`config.mk`:
```
export PLATFORM = sky130hd
export DESIGN_NAME = mac_sequencer_flat
export DESIGN_NICKNAME = d
export VERILOG_FILES = /design/src/rtl/mac_sequencer_if.sv /design/src/rtl/mac_sequencer.sv /design/src/flat_wrapper.sv
export SDC_FILE = /design/constraint.sdc
export NUM_CORES = 1
export LEC_CHECK = 0
export ABC_CLOCK_PERIOD_IN_PS = 1770
export CORE_MARGIN = 2
export CORE_UTILIZATION = 36
export CTS_CLUSTER_SIZE = 10
export DETAILED_ROUTE_END_ITERATION = 12
export PLACE_DENSITY_LB_ADDON = 0.08
export REMOVE_ABC_BUFFERS = 1
export SYNTH_ARGS = -nofsm -noshare
export SYNTH_HDL_FRONTEND = slang
export SYNTH_SLANG_ARGS = --single-unit
```
`constraint.sdc`:
```
create_clock -name clk -period 1.77 [get_ports clk]
set_input_delay 0.177 -clock clk [delete_from_list [all_inputs] [get_ports clk]]
set_output_delay 0.177 -clock clk [all_outputs]
set_load 0.005 [all_outputs]
```
`src/rtl/mac_sequencer_if.sv`:
```
// Control/data bundle between the 4x4 matrix-multiply sequencer and its
// MAC datapath plus the A/B operand and C result memories.
interface mac_sequencer_if;
  logic       start;
  logic       abort;
  logic [9:0] acc_in;
  logic       busy;
  logic       done;
  logic [3:0] a_addr;
  logic [3:0] b_addr;
  logic       mac_clear;
  logic       mac_ld;
  logic [3:0] c_addr;
  logic       c_we;
  logic [9:0] c_data;

  // Sequencer side: takes commands and the accumulator, drives addresses/strobes.
  modport master (
    input  start, abort, acc_in,
    output busy, done, a_addr, b_addr, mac_clear, mac_ld, c_addr, c_we, c_data
  );

  // Datapath/host side: the mirror image of master.
  modport slave (
    output start, abort, acc_in,
    input  busy, done, a_addr, b_addr, mac_clear, mac_ld, c_addr, c_we, c_data
  );
endinterface

```
`src/rtl/mac_sequencer.sv`:
```
// Sequencer for C = A x B on fixed 4x4 matrices of 4-bit elements.
// Per C element: one CLR cycle, four MAC cycles (k = 0..3), one WB cycle.
// All outputs are Moore decodes of state and counters; the only
// combinational input-to-output path is acc_in -> c_data during WB.
module mac_sequencer (
  input  logic           clk,
  input  logic           reset,
  mac_sequencer_if.master bus
);

  typedef enum logic [2:0] {
    S_IDLE = 3'd0,
    S_CLR  = 3'd1,
    S_MAC  = 3'd2,
    S_WB   = 3'd3,
    S_DONE = 3'd4
  } state_t;

  state_t     state_q;
  state_t     state_d;
  logic [1:0] i_q;
  logic [1:0] j_q;
  logic [1:0] k_q;
  logic [1:0] i_d;
  logic [1:0] j_d;
  logic [1:0] k_d;
  logic       last_elem;

  assign last_elem = (i_q == 2'd3) && (j_q == 2'd3);

  // State and loop-counter registers; reset overrides start and abort.
  always_ff @(posedge clk) begin
    if (reset) begin
      state_q <= S_IDLE;
      i_q     <= 2'd0;
      j_q     <= 2'd0;
      k_q     <= 2'd0;
    end else begin
      state_q <= state_d;
      i_q     <= i_d;
      j_q     <= j_d;
      k_q     <= k_d;
    end
  end

  // Next-state and counter sequencing; abort in any busy state wins over every transition.
  always_comb begin
    state_d = state_q;
    i_d     = i_q;
    j_d     = j_q;
    k_d     = k_q;
    unique case (state_q)
      S_IDLE: begin
        // abort is deliberately not looked at here, so start always wins in IDLE
        if (bus.start) begin
          state_d = S_CLR;
          i_d     = 2'd0;
          j_d     = 2'd0;
          k_d     = 2'd0;
        end
      end
      S_CLR: begin
        k_d     = 2'd0;
        state_d = S_MAC;
      end
      S_MAC: begin
        // k wraps 3 -> 0 naturally on the last product
        k_d = k_q + 2'd1;
        if (k_q == 2'd3) begin
          state_d = S_WB;
        end
      end
      S_WB: begin
        if (last_elem) begin
          state_d = S_DONE;
        end else begin
          j_d     = j_q + 2'd1;
          if (j_q == 2'd3) begin
            i_d = i_q + 2'd1;
          end
          state_d = S_CLR;
        end
      end
      S_DONE: begin
        // start is not sampled here; a held start is picked up from IDLE
        state_d = S_IDLE;
      end
      default: begin
        state_d = S_IDLE;
      end
    endcase

    if ((state_q != S_IDLE) && bus.abort) begin
      state_d = S_IDLE;
      i_d     = 2'd0;
      j_d     = 2'd0;
      k_d     = 2'd0;
    end
  end

  // Moore output decode; addresses and strobes are zero outside their owning state.
  always_comb begin
    bus.busy      = 1'b0;
    bus.done      = 1'b0;
    bus.mac_clear = 1'b0;
    bus.mac_ld    = 1'b0;
    bus.a_addr    = 4'd0;
    bus.b_addr    = 4'd0;
    bus.c_addr    = 4'd0;
    bus.c_we      = 1'b0;
    bus.c_data    = 10'd0;
    unique case (state_q)
      S_IDLE: begin
        bus.busy = 1'b0;
      end
      S_CLR: begin
        bus.busy      = 1'b1;
        bus.mac_clear = 1'b1;
      end
      S_MAC: begin
        bus.busy   = 1'b1;
        bus.mac_ld = 1'b1;
        bus.a_addr = {i_q, k_q};
        bus.b_addr = {k_q, j_q};
      end
      S_WB: begin
        // a 4-term dot product of 4-bit values peaks at 900, so 10 bits never truncate
        bus.busy   = 1'b1;
        bus.c_we   = 1'b1;
        bus.c_addr = {i_q, j_q};
        bus.c_data = bus.acc_in;
      end
      S_DONE: begin
        bus.busy = 1'b1;
        bus.done = 1'b1;
      end
      default: begin
        bus.busy = 1'b0;
      end
    endcase
  end

endmodule

```
`src/flat_wrapper.sv`:
```
// flat-port wrapper written by rule: the top's interface ports become plain ports
module mac_sequencer_flat 
  (clk, reset, bus_start, bus_abort, bus_acc_in, bus_busy, bus_done, bus_a_addr, bus_b_addr, bus_mac_clear, bus_mac_ld, bus_c_addr, bus_c_we, bus_c_data);
  mac_sequencer_if bus_i ();
  input  logic clk;
  input  logic reset;
  input wire logic [$bits(bus_i.start)-1:0] bus_start;
  input wire logic [$bits(bus_i.abort)-1:0] bus_abort;
  input wire logic [$bits(bus_i.acc_in)-1:0] bus_acc_in;
  output wire logic [$bits(bus_i.busy)-1:0] bus_busy;
  output wire logic [$bits(bus_i.done)-1:0] bus_done;
  output wire logic [$bits(bus_i.a_addr)-1:0] bus_a_addr;
  output wire logic [$bits(bus_i.b_addr)-1:0] bus_b_addr;
  output wire logic [$bits(bus_i.mac_clear)-1:0] bus_mac_clear;
  output wire logic [$bits(bus_i.mac_ld)-1:0] bus_mac_ld;
  output wire logic [$bits(bus_i.c_addr)-1:0] bus_c_addr;
  output wire logic [$bits(bus_i.c_we)-1:0] bus_c_we;
  output wire logic [$bits(bus_i.c_data)-1:0] bus_c_data;
  assign bus_i.start = bus_start;
  assign bus_i.abort = bus_abort;
  assign bus_i.acc_in = bus_acc_in;
  assign bus_busy = bus_i.busy;
  assign bus_done = bus_i.done;
  assign bus_a_addr = bus_i.a_addr;
  assign bus_b_addr = bus_i.b_addr;
  assign bus_mac_clear = bus_i.mac_clear;
  assign bus_mac_ld = bus_i.mac_ld;
  assign bus_c_addr = bus_i.c_addr;
  assign bus_c_we = bus_i.c_we;
  assign bus_c_data = bus_i.c_data;
  mac_sequencer u_core (.clk(clk), .reset(reset), .bus(bus_i));
endmodule
```
* After elaboration in Yosys (flattened, before gate mapping)
Index checks and enable logic that the tools add are counted.
** Storage, ports and cells
- Bits in registers :: 9
- Input bits :: 14
** Cells by class
- Add/sub/neg operators :: 3
- Equal/unequal tests :: 11
- Muxes and demuxes :: 20
- Reductions and logical operators :: 12
** Operators with widths (count)
- $mux W4 :: 3
- $pmux W3 S4 :: 1
- $mux W10 :: 1
- $mux W3 :: 3
- $mux W2 :: 4
- $pmux W2 S2 :: 2
- $add A2 B1 Y2 const B :: 3
- $eq A2 B2 Y1 const B :: 3
- $eq A3 B2 Y1 const B :: 2
- $pmux W2 S3 :: 1
- $reduce_bool A3 Y1 :: 2
- $mux W1 :: 5
- $ne A2 B1 Y1 const B :: 2
- $ne A2 B2 Y1 const B :: 2
- $reduce_and A2 Y1 :: 2
- $reduce_and A4 Y1 :: 1
- $reduce_or A4 Y1 :: 1
- $eq A3 B1 Y1 const B :: 1
- $eq A3 B3 Y1 const B :: 1
- $logic_not A3 Y1 :: 1
- $reduce_and A3 Y1 :: 1
- $logic_and A1 B1 Y1 :: 2
- $reduce_bool A2 Y1 :: 1
- $reduce_or A2 Y1 :: 1

* Logic depth before layout (Yosys ltp)
- Depth after elaboration :: 4
- Mapped depth :: 5

* Worst setup path after synthesis
Ideal clock, no wire load.
- Path type :: flip-flop to output port
- Start :: reg u_core.state_q[1]
- End :: out bus_b_addr[2]
- Data arrival time :: 1311 ps
- Slack :: 282 ps
- Cell stages (with the launch flop) :: 5
- Path buffers :: 2
- Path through :: dfxtp_1 -> buf_2 -> nor3b_1 -> and2_1 -> buf_4
** Between the ends
- Word-level cells in the longest chain between the ends :: 2
** RTL lines
- start, declared :: RTL line mac_sequencer.sv:19 : state_t state_q;
- start signal, assigned :: RTL line mac_sequencer.sv:39 : state_q <= state_d;
- $eq A3 B2 Y1 :: RTL line mac_sequencer.sv:112 : unique case (state_q)
- $mux W4 :: RTL line mac_sequencer.sv:112
- end, declared :: RTL line flat_wrapper.sv:13 : output wire logic [$bits(bus_i.b_addr)-1:0] bus_b_addr;
No other way between the ends.

* Worst setup path in the final report
- Start :: reg u_core.state_q[0]
- End :: out bus_c_data[5]
** Between the ends
- Word-level cells in the longest chain between the ends :: 2
** RTL lines
- $eq A3 B2 Y1 :: RTL line mac_sequencer.sv:112
- $mux W10 :: RTL line mac_sequencer.sv:112
- end, declared :: RTL line flat_wrapper.sv:18 : output wire logic [$bits(bus_i.c_data)-1:0] bus_c_data;
No other way between the ends.

==> flow_metrics.py <==
metrics = {
    "synthesis": {
        "post_synth_num_cell_types": 28,
        "synthesis.area_um2": 677,
        "synthesis.instances": 87,
        "synth_seq_area_share": 0.266,
        "synth-seq-cells": 9,
        "synth_area_per_cell_um2": 7.78,
        "ys.warnings.count": 0,
    },
    "clock_tree": {
        "ctsHtreeMaxLevel": 1,
        "root_buffer_master": "sky130_fd_sc_hd__clkbuf_4",
        "clk_latency_ps": 260,
        "worst_setup_hold_path_clk_slew_ps": 60,
        "cts-buffers-inserted": 3,
        "cts_tree": "done",
        "number_of_buffers_on_the_longest_clock_path": 2,
        "clock-sinks": 9,
    },
    "sta": {
        "timing.final.max_slew_violations": 0,
        "rsz0062_at_grt": "false",
        "finalSetupViolations": 0,
        "timing.fmax_mhz": 590,
        "min_period_ps": 1700,
        "timing_hold_violations_final": 0,
        "final.setup.worst_slack_ps": 73.9,
        "final_min_period_over_clock_period": 0.958,
        "headroom_to_the_max_slew_limit": 0.789,
        "clock-skew-final_ps": 0.809,
        "tns_ps": 0,
        "worst_pin_slew_ps": 317,
    },
    "route": {
        "route.final.wire_length_um": 1900,
        "drt.antenna.violating_nets": 0,
        "via_count": 782,
        "drt_pre_antenna_iters": 2,
        "via_per_inst": 4.63,
        "drc": 0,
        "drtIter0Drc": 1,
        "drt-wirelength-per-cell_um": 11.2,
    },
    "hold_path": {
        "hold_depth": 2,
        "worstHoldPathType": "reg2reg",
    },
    "grt": {
        "overflow": 0,
        "antenna_found_initial": 0,
        "largest_net_degree_at_the_start_of_global_routing": 10,
        "first_global_vias": 685,
        "track_usage": 0.183,
        "grt_pass1_wl_um": 2870,
    },
    "power": {
        "ir_worst_vdd_mv": 0.642,
        "power.density_nw_per_um2": 763,
        "leakage_uw": 0.000722,
    },
    "finish": {
        "area.growth.synth_to_final_pct": 86.1,
        "finish.cell_count_without_fillers": 169,
        "post_route_cells_drive_above_1_share": 0.215,
        "fin_util": 0.722,
        "final_net_count": 162,
        "antenna_cells": 0,
    },
    "critical_path": {
        "critPathKind": "reg2out",
        "worstRegToRegCells": 9,
        "stage_delay_of_the_slowest_cell_on_the_critical_path_ps": 360,
        "cp_slowest_cell": "sky130_fd_sc_hd__dfxtp_4",
        "startpoint_type": "flop",
        "path_max_fanout": 9,
        "crit_required_ps": 1590,
        "worstSetupEndpointType": "output port",
        "worst_ep_arrival_time_ps": 1520,
        "crit_chain": "and3b_2 > buf_4 > buf_6 > and2_1 > dlygate4sd2_1",
    },
    "die": {
        "core_area_um2": 1750,
        "die_height_um": 47.4,
        "chipWidth_um": 47.4,
        "ioPinCount": 41,
        "die_area_um2": 2240,
        "effective_utilization_at_floorplan": 0.388,
        "num_rows": 15,
    },
    "status": {
        "outcome": "finished, final reports clean",
    },
    "flow_run": {
        "maximum_capacitance_violations": 0,
    },
    "place": {
        "portBuffers": 40,
        "place.detailed.hpwl_um": 1410,
        "gp_congestion": 0.758,
        "preCtsSetupSlack_ps": 34.1,
        "numPlacedInstances": 156,
    },
}
-- report_power, final --
part | internal (uW) | switching [uW]
sequential | 238 | 34.8
clock | 83.5 | 74.3
combinational | 318 | 212
-- cells in the final DEF (no fill, tap or decap), types with 2 or more instances in the layout --
cell                              synthesis  final
sky130_fd_sc_hd__ha_1                     3      3
sky130_fd_sc_hd__and2_1                  20     20
sky130_fd_sc_hd__nor3b_1                  4      3
sky130_fd_sc_hd__o21ai_0                  4      4
sky130_fd_sc_hd__nor3_1                   3      3
sky130_fd_sc_hd__o21a_1                   2      2
sky130_fd_sc_hd__nand2_1                  2      2
sky130_fd_sc_hd__xnor2_1                  2      2
sky130_fd_sc_hd__clkbuf_4                 0      3
sky130_fd_sc_hd__nand3b_1                 2      2
sky130_fd_sc_hd__a21oi_1                  8      8
sky130_fd_sc_hd__dfxtp_1                  9      6
sky130_fd_sc_hd__dlymetal6s2s_1           0      7
sky130_fd_sc_hd__buf_6                    1      3
sky130_fd_sc_hd__clkdlybuf4s50_1          0     15
sky130_fd_sc_hd__nand3_1                  2      2
sky130_fd_sc_hd__buf_4                    2     17
sky130_fd_sc_hd__nand2b_1                 2      2
sky130_fd_sc_hd__dfxtp_2                  0      2
sky130_fd_sc_hd__dlygate4sd2_1            0     18
sky130_fd_sc_hd__nor2_1                   8      7
-- stage by stage --
step                area, um^2  hold WS [ps]  power (uW)
floorplan                  623           464         475
global placement          1140           482         733
detailed placement        1140           497         742
CTS                       1230           508         971
global route              1260           553        1040
finish                    1260           499         961
-- cells in the mapped netlist --
cell,n,area [um^2]
sky130_fd_sc_hd__mux2i_1,1,10.0
sky130_fd_sc_hd__o21a_1,2,15.0
sky130_fd_sc_hd__clkbuf_8,1,13.8
sky130_fd_sc_hd__and2_1,20,125
sky130_fd_sc_hd__buf_2,2,10.0
sky130_fd_sc_hd__ha_1,3,37.5
sky130_fd_sc_hd__buf_4,2,15.0
sky130_fd_sc_hd__and2_2,1,7.51
sky130_fd_sc_hd__dfxtp_1,9,180
sky130_fd_sc_hd__nand2b_1,2,12.5
sky130_fd_sc_hd__nand2_1,2,7.51
sky130_fd_sc_hd__nor3b_1,4,30.0
sky130_fd_sc_hd__buf_6,1,11.3
sky130_fd_sc_hd__a21oi_1,8,40.0
sky130_fd_sc_hd__xnor2_1,2,17.5
sky130_fd_sc_hd__a31oi_1,1,6.26
sky130_fd_sc_hd__inv_1,1,3.75
sky130_fd_sc_hd__nor2_1,8,30.0
sky130_fd_sc_hd__and3b_1,1,8.76
sky130_fd_sc_hd__nand3b_1,2,15.0
sky130_fd_sc_hd__nand4b_1,1,8.76
sky130_fd_sc_hd__o21ai_0,4,20.0
sky130_fd_sc_hd__clkbuf_1,1,3.75
sky130_fd_sc_hd__or3b_1,1,8.76
sky130_fd_sc_hd__nand3_1,2,10.0
sky130_fd_sc_hd__nor3_1,3,15.0
sky130_fd_sc_hd__a21boi_1,1,7.51
sky130_fd_sc_hd__or3_1,1,6.26
-- routing by layer --
metal	up-vias	part of all wire	track usage
met5	-	0	0
met4	0	0.0069	0.0556
met3	2	0.073	0.0731
met2	23	0.52	0.311
met1	348	0.40	0.210
li1	409	-	-
-- state kept, by name, indices dropped and copies added (netlist names) --
register        flops
u_core.state_q      3
u_core.j_q          2
u_core.i_q          2
u_core.k_q          2
-- worst max-delay path, delay by kind of cell (launching register included) --
family                 cells  cell delay, ps
buffers and inverters      3             520
AND/OR/NAND/NOR            2             380
flip-flops                 1             360
-- logic make-up after synthesis --
kind of cell             count (synthesis)  synth area share
flip-flops                               9             0.266
buffers and inverters                    8            0.0850
AO/OA/AOI/OAI                           16             0.131
AND/OR/NAND/NOR                         48             0.421
XOR/XNOR                                 2            0.0259
multiplexers                             1            0.0148
adder cells (fa/ha/maj)                  3            0.0555
-- final timing paths --
check | from | endpoint | slack, ps
max | u_core.state_q[0] | bus_c_data[5] | 70
min | u_core.i_q[1] | u_core.i_q[1] | 500
max reg2reg | u_core.state_q[0] | u_core.j_q[1] | 120
min reg2reg | u_core.i_q[1] | u_core.i_q[1] | 500
-- repair_timing --
item / CTS / global route
pin swaps: 1 / 0
resized for setup: 30 / 7
endpoints found under the hold margin: 0 / 0
gates cloned: 1 / 0
setup buffers: 7 / 1
hold buffers: 0 / 0
endpoints found under the setup margin: 24 / 7
-- layout make-up --
| type | instances | area (um^2) |
|---|---|---|
| sequential | 9 | 186 |
| timing repair buffer | 60 | 557 |
| multi-input combinational | 70 | 454 |
| tap | 25 | 31.3 |
| clock inverter | 1 | 5.00 |
| inverter | 1 | 3.75 |
| fill | 153 | 485 |
| clock buffer | 3 | 22.5 |
Power figures use the tool's default switching activity.
==> RTL change 1 (same flow settings) <==
Encoding of `state_t`: now Gray code (3 bits for 5 states).
--- a/src/rtl/mac_sequencer.sv
+++ b/src/rtl/mac_sequencer.sv
@@ -10,9 +10,9 @@
 
   typedef enum logic [2:0] {
-    S_IDLE = 3'd0,
-    S_CLR  = 3'd1,
-    S_MAC  = 3'd2,
-    S_WB   = 3'd3,
-    S_DONE = 3'd4
+    S_IDLE = 3'b000,
+    S_CLR  = 3'b001,
+    S_MAC  = 3'b011,
+    S_WB   = 3'b010,
+    S_DONE = 3'b110
   } state_t;
 
Function: no difference found for any inputs over 10 cycles, from zero or initial values; not proved beyond that.
==> RTL change 1 against the unedited design <==
First-iteration DRC count grew to 16 times the old value; routed wire length rose by 4.2%; synthesized area up 0.37%; count of clock-buffer cells in the layout grew 1; highest routed layer unchanged; setup slack worse by 15 ps; sequential cell count unchanged; final cell count fell by 8.9%; hold slack worse by 7.0 ps; core utilization shrank 1.3 points; cell area down 1.8%; register-to-register slack improved by 180 ps.
Power is not compared: it rests on default switching activity, and its combinational part moved more than twofold at a synthesized area within 25%.
==> RTL change 1: results (changes against the unedited design) <==
| Metric | Value |
|---|---|
| Status | `finished clean (unchanged)` |
| Vias in the first global route | `621 (was 685)` |
| First-pass GRT wire length | `2830 um (was 2870 um)` |
| Max_slew headroom | `0.692 (was 0.789)` |
| Global-route total usage across every layer | `0.182 (was 0.183)` |
| Synth unique cells | `35 (was 28)` |
| Dpl hpwl | `1310 um (was 1410 um)` |
| Gpl congestion | `0.696 (was 0.758)` |
| Cts bufs inserted | `3 (unchanged)` |
| Synth top area cells | `dfxtp_1, and3_1, and2_1 (was dfxtp_1, and2_1, a21oi_1)` |
| Max Clock Skew | `8.19 ps (was 0.809 ps)` |
| Pre-antenna DRT Iters | `4 (was 2)` |
| Vias per inst | `4.91 (was 4.63)` |
| Slowest-stage cell, CP | `clkdlybuf4s50_1 (was dfxtp_4)` |
| Largest net degree at the start of global routing | `27 (was 10)` |
| Final #Nets | `147 (was 162)` |
| Register area share after synthesis | `0.265 (was 0.266)` |
| CP peak stage delay | `500 ps (was 360 ps)` |
| Critical R2R Launch | `u_core.state_q[0] (unchanged)` |
| Initial antenna violation count | `0 (unchanged)` |
| Detailed Route Iter0 Violations | `16 (was 1)` |
| Place WS | `143 ps (was 34.1 ps)` |
| Worst skew pair latency | `260 ps (about the same)` |
| Yosys warnings | `0 (unchanged)` |
| Wire length per cell | `12.8 um (was 11.2 um)` |
| Crit path max fanout | `7 (was 9)` |
| Fin cells | `154 (was 169)` |
| Worst reg2reg setup slack | `300 ps (was 120 ps)` |
| Top post-synthesis cells by count | `and3_1, dfxtp_1, and2_1 (was and2_1, dfxtp_1, a21oi_1, nor2_1)` |
| R2R Path End | `u_core.state_q[2] (was u_core.j_q[1])` |
| Placed Cells | `144 (was 156)` |
| Mean Syn Cell Area | `7.99 um^2 (was 7.78 um^2)` |
| H-tree levels | `1 (unchanged)` |
| R2R depth | `5 (was 9)` |
| Hold Path End | `u_core.j_q[1] (was u_core.i_q[1])` |
| Share of layout cells above drive strength 1 | `0.217 (was 0.215)` |
| Hold path startpoint | `u_core.j_q[1] (was u_core.i_q[1])` |
## RTL change 1: report_power, final
group / switching [mW] / internal (mW) / total, mW
clock: 0.0748 / 0.0870 / 0.162
sequential: 0.00899 / 0.206 / 0.215
combinational: 0.0663 / 0.0919 / 0.158
## RTL change 1: stage by stage
step	hold slack, ps	instance area, um^2
floorplan	417	616
global placement	483	1080
detailed placement	493	1080
CTS	501	1160
global route	525	1240
finish	492	1240
## RTL change 1: critical path: cells and delay by family (launching register included)
| kind | cells | cell delay [ps] |
|---|---|---|
| simple gates | 2 | 240 |
| flops | 1 | 380 |
| buf+inv | 2 | 650 |
## RTL change 1: cells by family (layout without fill, tap and decap cells)
kind of cell | Yosys count | count (layout) | share of synthesized area
adder cells (fa/ha/maj) | 3 | 3 | 0.0553
buffers and inverters | 11 | 54 | 0.0994
AND/OR/NAND/NOR | 46 | 47 | 0.413
AO/OA/AOI/OAI | 15 | 15 | 0.153
multiplexers | 1 | 1 | 0.0147
flip-flops | 9 | 9 | 0.265
## RTL change 1: worst max-delay path by stage
stage / slack, ps / from / end / cells after the start
after global routing: 7 / u_core.state_q[0] / bus_c_we / 4
after global placement: 180 / u_core.state_q[0] / bus_a_addr[2] / 4
after detailed placement: 140 / u_core.state_q[0] / bus_a_addr[1] / 4
after floorplan: 350 / u_core.state_q[1] / u_core.state_q[0] / 4
after CTS: 2 / u_core.state_q[0] / bus_c_addr[2] / 4
final: 60 / u_core.state_q[2] / bus_b_addr[1] / 4
## RTL change 1: layout make-up
| type | count | area [um^2] |
|---|---|---|
| clock buffer | 4 | 26.3 |
| fill | 151 | 508 |
| inverter | 1 | 3.75 |
| multi-input combinational | 66 | 468 |
| sequential | 9 | 191 |
| tap | 25 | 31.3 |
| timing repair buffer | 49 | 517 |
## RTL change 1: routing by layer
metal,vias to the layer above,share of wire,global-route usage
met4,0,0.010,0.0500
li1,391,-,-
met3,4,0.040,0.0566
met1,339,0.47,0.248
met5,-,0,0
met2,22,0.48,0.278
## RTL change 1: what timing repair did
action                     in CTS  in global routing
hold buffers                    0                  0
pin swaps                       1                  1
gates resized for setup        15                 18
buffers inserted                0                  4
cloned                          2                  0
setup endpoints to repair      24                 23
==> RTL change 2 (same flow settings) <==
Without the edit above. Reset style: asynchronous (`reset`), changed in one clocked block.
--- a/src/rtl/mac_sequencer.sv
+++ b/src/rtl/mac_sequencer.sv
@@ -30,5 +30,5 @@
 
   // State and loop-counter registers; reset overrides start and abort.
-  always_ff @(posedge clk) begin
+  always_ff @(posedge clk or posedge reset) begin
     if (reset) begin
       state_q <= S_IDLE;
Function: differs if reset is asserted again (counterexample within 4 cycles, from zero or initial values and one cycle with reset high); with reset held inactive, the same outputs for 10 cycles.
==> RTL change 2 against the unedited design <==
The run now ends with setup timing left; cell area is 1.5% lower; clock skew hardly changed; synthesized area is 14% higher; power is 25% higher; sequential cell count stayed put; setup slack worse by 120 ps; sequential share of layout area is 3.4 points higher; routed wire length is 8.0% higher; critical endpoint is now bus_c_data[7].
==> RTL change 2: results (changes against the unedited design) <==
| Metric | Value |
|---|---|
| Gpl congestion | `0.713 (was 0.758)` |
| Filler instances | `191 (was 153)` |
| Worst reg2reg setup slack | `190 ps (was 120 ps)` |
| Leak | `0.672 nW (was 0.722 nW)` |
| Register area share after synthesis | `0.292 (was 0.266)` |
| Hold WC Path Type | `in2async (was reg2reg)` |
| CP peak stage delay | `490 ps (was 360 ps)` |
| Ys async rst share | `1.00 (was 0)` |
| First-pass GRT wire length | `3590 um (was 2870 um)` |
| Total number of vias | `808 (was 782)` |
| Max Clock Skew | `0.367 ps (was 0.809 ps)` |
| Global-route total usage across every layer | `0.184 (was 0.183)` |
| Final #Nets | `153 (was 162)` |
| Synth unique cells | `32 (was 28)` |
| Crit path max fanout | `8 (was 9)` |
| Slowest-stage cell, CP | `clkdlybuf4s50_1 (was dfxtp_4)` |
| Largest net degree at the start of global routing | `16 (was 10)` |
| CP startpoint | `u_core.state_q[2] (was u_core.state_q[0])` |
| Status | `finished with violations (was finished clean)` |
| Synth top area cells | `dfrtp_1, and2_1, buf_6 (was dfxtp_1, and2_1, a21oi_1)` |
| Ys flop type | `dfrtp_1 (was dfxtp_1)` |
| R2R depth | `6 (was 9)` |
| Detailed Route Iter0 Violations | `7 (was 1)` |
| Dpl hpwl | `1490 um (was 1410 um)` |
| Failing checks | `setup timing` |
| Final setup viols | `4 (was 0)` |
| Peak supply drop | `0.600 mV (was 0.642 mV)` |
| Vias in the first global route | `796 (was 685)` |
| Share of layout cells above drive strength 1 | `0.163 (was 0.215)` |
| R2R Path End | `u_core.i_q[0] (was u_core.j_q[1])` |
| Final worst setup slack | `-47.9 ps (was 73.9 ps)` |
| Crit path arrival time | `1640 ps (was 1520 ps)` |
RTL change 2: cell count changes in the layout (fill, tap and decap cells not counted), moves of 3 or more:
cell / before / now
inv_1: 1 / 5
dlymetal6s2s_1: 7 / 3
dfxtp_1: 6 / 0
buf_4: 17 / 9
nor2_1: 7 / 1
clkdlybuf4s50_1: 15 / 18
dfrtp_1: 0 / 8
a21oi_1: 8 / 3
RTL change 2: where the power goes:
group / switching (mW) / leakage [nW] / internal [mW]
registers: 0.0628 / 0.120 / 0.255
logic: 0.310 / 0.537 / 0.399
clock network: 0.0825 / 0.0150 / 0.0874
RTL change 2: cell type report:
cell class | count | share of cell area
clock buffers | 4 | 0.0212
flip-flops and latches | 9 | 0.182
multi-input cells | 67 | 0.381
well taps | 27 | 0.0272
repair buffers | 50 | 0.373
inverters | 5 | 0.0151
RTL change 2: logic make-up (layout without fill, tap and decap cells):
kind of cell	count (synthesis)	after routing	share of synthesized area
buffers and inverters	13	59	0.113
and+or+nand+nor	46	47	0.384
DFF	9	9	0.292
xor gates and xnor gates	1	1	0.0113
adders and majority gates	3	3	0.0486
AOI/OAI and AO/OA	16	16	0.151
RTL change 2: repair_timing:
action,CTS,global route
pin swaps,7,1
buffers inserted,2,0
endpoints found under the setup margin,27,7
gates cloned,0,1
resized for setup,22,3
RTL change 2: routing by layer:
layer	GRT usage	part of all wire	vias up
met5	0	0	-
met4	0.0676	0.011	0
met3	0.0327	0.067	3
met2	0.331	0.49	35
met1	0.215	0.43	366
li1	-	-	404
RTL change 2: worst max-delay path by stage:
stage / cells past startpoint / slack (ps) / to
3_3_place_gp: 6 / 130 / u_core.i_q[1]
2_1_floorplan: 3 / 390 / u_core.i_q[0]
4_1_cts: 3 / -120 / bus_c_addr[0]
6_report: 3 / -50 / bus_c_data[7]
3_5_place_dp: 4 / 120 / bus_b_addr[3]
5_1_grt: 3 / -130 / bus_c_addr[2]
RTL change 2: per-stage QoR:
| step | util | instance area, um^2 | worst slack [ps] | instances |
|---|---|---|---|---|
| after floorplan | - | 703 | 387 | 80 |
| final | 0.620 | 1240 | -47.9 | 162 |
| after detailed placement | 0.598 | 1200 | 125 | 155 |
| after global routing | 0.620 | 1240 | -135 | 162 |
| after CTS | 0.612 | 1220 | -117 | 161 |
| after global placement | 0.598 | 1200 | 132 | 155 |
RTL change 2: worst max-delay path, delay by kind of cell (launching register included):
kind | cells | cell delay, ps
buffers and inverters | 1 | 490
flip-flops | 1 | 420
AND/OR/NAND/NOR | 2 | 460
